File: config.mk
export PLATFORM = sky130hd
export DESIGN_NAME = gpio_pio_bidir
export DESIGN_NICKNAME = d
export VERILOG_FILES = /design/src/rtl/gpio_pio_bidir.sv
export SDC_FILE = /design/constraint.sdc
export NUM_CORES = 1
export LEC_CHECK = 0
export CAP_MARGIN = 10
export CORE_ASPECT_RATIO = 1.4
export CORE_UTILIZATION = 47
export CTS_BUF_LIST = sky130_fd_sc_hd__clkbuf_8
export DETAILED_ROUTE_END_ITERATION = 8
export PLACE_DENSITY = 0.8
export SYNTH_ARGS = -nofsm -noshare
export SYNTH_HDL_FRONTEND = slang
export SYNTH_SLANG_ARGS = --single-unit
File: constraint.sdc
create_clock -name clk -period 1.6 [get_ports clk]
set_input_delay 0.32 -clock clk [delete_from_list [all_inputs] [get_ports clk]]
set_output_delay 0.32 -clock clk [all_outputs]
set_load 0.01 [all_outputs]
File: src/rtl/gpio_pio_bidir.sv
// Avalon-MM bidirectional GPIO port with per-bit direction, input
// synchroniser, edge capture and a maskable level interrupt.
module gpio_pio_bidir #(
  parameter int WIDTH       = 8,
  parameter int SYNC_STAGES = 2,
  parameter int EDGE_TYPE   = 0,
  parameter logic [WIDTH-1:0] RESET_VALUE = '0
) (
  input  logic             clk,
  input  logic             reset,
  input  logic [2:0]       address,
  input  logic             chipselect,
  input  logic             write_n,
  input  logic [31:0]      writedata,
  output logic [31:0]      readdata,
  input  logic [WIDTH-1:0] in_port,
  output logic [WIDTH-1:0] out_port,
  output logic [WIDTH-1:0] oe,
  output logic             irq
);

  localparam int CW = $clog2(SYNC_STAGES + 2);

  logic [WIDTH-1:0] sync_q [SYNC_STAGES];
  logic [WIDTH-1:0] prev_q;
  logic [WIDTH-1:0] dir_q;
  logic [WIDTH-1:0] mask_q;
  logic [WIDTH-1:0] cap_q;
  logic [CW-1:0]    cnt_q;

  logic [WIDTH-1:0] sync_out;
  logic [WIDTH-1:0] wd;
  logic [WIDTH-1:0] det;
  logic [WIDTH-1:0] clr;
  logic [WIDTH-1:0] rd;
  logic             wr;
  logic             unused_bits;

  assign sync_out    = sync_q[SYNC_STAGES-1];
  assign wd          = writedata[WIDTH-1:0];
  assign wr          = chipselect && !write_n;
  assign oe          = dir_q;
  assign irq         = |(cap_q & mask_q);
  assign unused_bits = ^writedata;

  // Input synchroniser chain plus the previous-value register.
  always_ff @(posedge clk) begin
    if (reset) begin
      for (int i = 0; i < SYNC_STAGES; i++) sync_q[i] <= '0;
      prev_q <= '0;
    end else begin
      sync_q[0] <= in_port;
      for (int i = 1; i < SYNC_STAGES; i++) sync_q[i] <= sync_q[i-1];
      prev_q <= sync_out;
    end
  end

  // Settle counter masks edges caused by pin levels right after reset.
  always_ff @(posedge clk) begin
    if (reset) cnt_q <= CW'(SYNC_STAGES + 1);
    else if (cnt_q != '0) cnt_q <= cnt_q - CW'(1);
  end

  // Edge detector selected by EDGE_TYPE, gated while settling.
  always_comb begin
    det = '0;
    if (cnt_q == '0) begin
      case (EDGE_TYPE)
        0:       det = sync_out & ~prev_q;
        1:       det = ~sync_out & prev_q;
        default: det = sync_out ^ prev_q;
      endcase
    end
  end

  // Write-1-to-clear strobe for the capture register.
  always_comb begin
    clr = '0;
    if (wr && address == 3'd3) clr = wd;
  end

  // Bus-writable control registers.
  always_ff @(posedge clk) begin
    if (reset) begin
      out_port <= RESET_VALUE;
      dir_q    <= '0;
      mask_q   <= '0;
    end else if (wr) begin
      unique case (address)
        3'd0:    out_port <= wd;
        3'd1:    dir_q    <= wd;
        3'd2:    mask_q   <= wd;
        default: ;
      endcase
    end
  end

  // Edge capture: a new edge beats a simultaneous clear.
  always_ff @(posedge clk) begin
    if (reset) cap_q <= '0;
    else cap_q <= (cap_q & ~clr) | det;
  end

  // Read mux; outputs read back from out_port, inputs from the synchroniser.
  always_comb begin
    rd = '0;
    unique case (address)
      3'd0:    rd = (out_port & dir_q) | (sync_out & ~dir_q);
      3'd1:    rd = dir_q;
      3'd2:    rd = mask_q;
      3'd3:    rd = cap_q;
      default: rd = '0;
    endcase
  end

  // Registered read data, one cycle after the address.
  always_ff @(posedge clk) begin
    if (reset) readdata <= '0;
    else readdata <= 32'(rd);
  end

endmodule

; Word level (Yosys, flattened, before mapping)
; Memories as Yosys holds them, arrays and structs flattened.
; Cells that the tools add are included.
[totals]
reg_bits = 74
latchBits = 0
ramBits = 16
mem_bits_ro = 0
input_bits = 47
output_inout_bits = 49
n_memories = 1
[memory_table]
columns = name, depth, width, rd, rd_clocked_by_memory_dff, write_ports, line_no
row1 = sync_q, 2, 8, 2, 0, 2, 24  ; logic [WIDTH-1:0] sync_q [SYNC_STAGES];
[op_classes]
addsub = 1
n_mul = 0
div = 0
magnitude_cmp = 0
eq_ne = 3
shift = 0
n_mux = 8
bitwise = 12
n_reduce_logical = 10
[ops]
columns = operator, count
row1 = 8-bit AND, 5
row2 = 8-bit two-way mux, 4
row3 = 8-bit case mux with 4 select lines, 1
row4 = 8-bit NOT, 3
row5 = 8-bit OR, 2
row6 = 8-bit OR reduction, 1
row7 = 3-bit by 2-bit == test with 1-bit output (second input constant), 2
row8 = 2-bit AND reduction, 3
row9 = 3-bit by 1-bit == test with 1-bit output (second input constant), 1
row10 = 3-bit zero test, 1
row11 = 1-bit two-way mux, 3
row12 = 1-bit logical AND, 2
row13 = 2-bit zero test, 1
row14 = 1-bit OR, 2
row15 = 2-bit nonzero test, 1
row16 = 2-bit by 1-bit subtractor with 2-bit output (second input constant), 1
row17 = 1-bit zero test, 1

; Longest topological paths before layout
[depth]
word_depth = 7
ltp_mapped = 6
mapped_depth_nobuf = 4

; Least setup slack after synthesis
; Ideal clock, no wire load.
[synth_path]
kind = in2reg
start = input address[0]
end = register out_port[5]
setup_ps = 132
arrival_time_ps = 1162
required_time_ps = 1468
slack_ps = 306
cell_stages = 6
path_buffers = 3
path_cell_list = buf_2 > or2_1 > buf_2 > clkbuf_2 > o21ai_0 > a21oi_1
[synth_via]
elab_chain_cells = 2
[synth_lines]
columns = element, line_no
row1 = from (decl), 11  ; input logic [2:0] address,
row2 = 3-bit zero test, 89  ; unique case (address)
row3 = 2-bit AND reduction (no source line), --
row4 = to (signal assigned), 90  ; 3'd0: out_port <= wd;
row5 = to (decl), 17  ; output logic [WIDTH-1:0] out_port,
; Every way passes these cells.
; A chain may end at the register's enable or synchronous reset.

; Worst setup path after layout
[layout_path]
start = register out_port[7]
end = output out_port[7]
; No word-level cell between the ends.

==> impl_metrics.env <==
export IMPL_status="finished, final reports clean"
export IMPL_fp_coreArea_mm2=0.00586
export IMPL_ys_warnings_count=0
export IMPL_avgSynthCellArea_um2=9.13
export IMPL_cp_start_kind="flop"
export IMPL_synth_seq_cells=66
export IMPL_place_congestion=0.898
export IMPL_grt_max_degree=27
export IMPL_grt_usage_pct=23.0
export IMPL_grt_overflow=0
export IMPL_arrival_ps=1250
export IMPL_numPortBuffers=47
export IMPL_clk_latency_ps=340
export IMPL_cp_endpoint="out_port[7]"
export IMPL_finalHoldWorstSlack_ps=337
export IMPL_finalInstanceArea_mm2=0.00364
export IMPL_path_delay_family="buffers and inverters"
export IMPL_synth_top_area_cell="dfxtp_1"
export IMPL_cts_hold_buf=0
export IMPL_vias_per_cell=5.28
export IMPL_fmax_mhz=638
export IMPL_nNetsFinal=423
export IMPL_slowest_delay_ps=550
export IMPL_crit_reg2reg_launch="cnt_q[0]$_SDFFE_PP1N_"
export IMPL_syn_inst=311
export IMPL_sw_frac_of_total_pct=23.2
export IMPL_crit_chain="clkdlybuf4s50_1"
export IMPL_grt_pass1_vias=2322
export IMPL_fin_ws_ps=33.4
export IMPL_layout_commonest_cell="dfxtp_1"
export IMPL_end_kind="output port"
export IMPL_fillCellCount=528
export IMPL_p_seq_share_pct=48.9
export IMPL_p_clk_share_pct=40.6
export IMPL_r2r_end="cnt_q[1]$_SDFFE_PP1N_"
export IMPL_cts_tree="built"
export IMPL_finalSetupViolCount=0
export IMPL_design_portCount=96
export IMPL_numCtsBuffers=9
export IMPL_hold_path_depth=2
export IMPL_grt_first_pass_wirelength_um=10800
export IMPL_clockBufferDepth=2
export IMPL_diodes=0
export IMPL_synth_top_area_share_pct=46.5
export IMPL_reg2reg_depth=4
export IMPL_rsz0062_at_grt="no"
export IMPL_multi_input_area_mm2=0.00127
export IMPL_die_area_mm2=0.00636
export IMPL_min_period_over_period_pct=97.9
export IMPL_p_switching_uw=813
export IMPL_irDropWorstVdd_mv=0.543
export IMPL_post_place_ws_ps=-173
export IMPL_synth_area_mm2=0.00284
export IMPL_cts_root_buffer="clkbuf_8"
export IMPL_synth_seq_area_share_pct=46.5
export IMPL_postCtsSetupBuffers=0
export IMPL_die_w_um=67.7
export IMPL_crit_path_top_delay_cell="clkdlybuf4s50_1"
export IMPL_post_route_min_period_ps=1570
export IMPL_hold_viol=0
export IMPL_die_y_um=94.0
export IMPL_drtIter0Drc=185
export IMPL_clk_pin_slew_worst_paths_ps=70
export IMPL_syn2layout_area_growth_pct=28.2
export IMPL_layout_drive_gt1_share_pct=15.6
export IMPL_hpwl_um=4570
export IMPL_num_rows=33
export IMPL_cts_sinks=66
export IMPL_criticalPathCategory="flop to output port"
export IMPL_worstPathRequired_ps=1280
export IMPL_power_internal_mw=2.70
export IMPL_final_max_slew_viol_count=0
export IMPL_p_leak_nw=1.56
export IMPL_synthTopCellsByArea="dfxtp_1, nor2b_1, a21oi_1"
export IMPL_wl_per_cell_um=14.6
export IMPL_place_area_mm2=0.00343
export IMPL_ant_nets=0
export IMPL_r2r_slack_ps=340
export IMPL_synthDistinctLibCells=31
export IMPL_htreeDepth=3
export IMPL_wirelength_um=6540
export IMPL_combPwrFrac_pct=10.4
export IMPL_cp_startpoint="out_port[7]$_SDFFE_PP0P_"
export IMPL_crit_cells=1
export IMPL_dr_pass1_iters=5
export IMPL_p_per_area_mw_per_mm2=963
export IMPL_vias=2370
export IMPL_final_cell_mix="dfxtp_1, a21oi_1, nor2b_1, clkdlybuf4s50_1, o21ai_0"
export IMPL_fin_skew_ps=8.24
export IMPL_hp_class="input port to flop"
export IMPL_drc=0
export IMPL_critPathMaxFanout=3
export IMPL_start_util_pct=48.4
export IMPL_crit_buf_inv=1
export IMPL_antenna_found_initial=0
export IMPL_cap_violations=0
export IMPL_seqCellArea_mm2=0.00132
## state kept, by name (all words and copies together) (netlist names)
register / cells
readdata: 8
prev_q: 8
cnt_q: 2
cap_q: 8
mask_q: 8
sync_q: 16
oe: 8
out_port: 8
## cells in the mapped netlist
cell type,n
nand3b_1,9
nor3_2,1
conb_1,1
or2_1,1
inv_1,10
clkbuf_2,4
buf_2,9
o21a_1,2
mux2_2,6
clkbuf_1,8
or3b_4,1
a22oi_1,10
nor3b_4,1
buf_4,24
o21ai_0,30
ha_1,1
nand2b_1,2
nor2_2,1
nor2b_1,32
o31ai_1,8
a21oi_1,38
buf_6,2
nand3_1,24
and3b_1,7
mux2i_1,3
dfxtp_1,66
nand4_1,1
a211oi_1,4
xor2_1,1
nor2_1,2
or2_2,2
## per-stage QoR
| stage | instances | power [mW] | utilization, % | TNS (ps) |
|---|---|---|---|---|
| 2_1_floorplan | 334 | 1.99 | - | 0 |
| 3_3_place_gp | 434 | 2.11 | 58.5 | -4050 |
| 3_5_place_dp | 434 | 2.12 | 58.5 | -4650 |
| 4_1_cts | 449 | 3.54 | 62.0 | 0 |
| 5_1_grt | 449 | 3.65 | 62.1 | 0 |
| 6_report | 449 | 3.51 | 62.1 | 0 |
## timing repair
| item | in CTS | in global routing |
|---|---|---|
| gates cloned | 0 | 0 |
| setup endpoints to repair | 8 | 7 |
| resized for setup | 10 | 7 |
## final cells by class
cell class                      instances  area share [%]
Multi-Input combinational cell        211            35.0
Clock buffer                           12            4.53
Sequential cell                        66            36.3
Timing Repair Buffer                   77            19.7
Clock inverter                          3            1.06
Tap cell                               70            2.40
Inverter                               10            1.03
## cell families after synthesis
logic type | after synthesis | share of synthesized area (%)
DFF | 66 | 46.5
other | 1 | 0.132
muxes | 9 | 3.44
AOI/OAI and AO/OA | 92 | 18.3
buffers and inverters | 57 | 11.8
and+or+nand+nor | 84 | 19.0
xor gates and xnor gates | 1 | 0.308
adders and majority gates | 1 | 0.440
## power groups by stage
| stage | Sequential (mW) | Clock [mW] | Combinational (mW) |
|---|---|---|---|
| floorplan | 1.75 | 0 | 0.241 |
| global placement | 1.75 | 0 | 0.357 |
| detailed placement | 1.75 | 0 | 0.364 |
| CTS | 1.72 | 1.45 | 0.367 |
| global route | 1.72 | 1.52 | 0.402 |
| finish | 1.72 | 1.43 | 0.367 |
## how the worst min path moves through the flow
stage	startpoint	end	slack, ps
after floorplan	sync_q[0][2]$_SDFF_PP0_	sync_q[0][10]$_SDFF_PP0_	410
after global placement	sync_q[0][7]$_SDFF_PP0_	sync_q[0][15]$_SDFF_PP0_	420
after detailed placement	sync_q[0][0]$_SDFF_PP0_	sync_q[0][8]$_SDFF_PP0_	430
after CTS	reset	sync_q[0][12]$_SDFF_PP0_	330
after global routing	reset	sync_q[0][8]$_SDFF_PP0_	330
final	reset	prev_q[3]$_SDFF_PP0_	340
## metal layers
metal  routed length (µm)  GRT usage [%]  part of all wire, %  up-vias
met5                    0              0                    0        -
met4                  167           14.2                  2.6        0
met3                  380           5.34                  5.8       16
met2                 3300           38.3                   50       99
met1                 2690           25.7                   41     1098
li1                     -              -                    -     1157
Power figures use the tool's default switching activity.
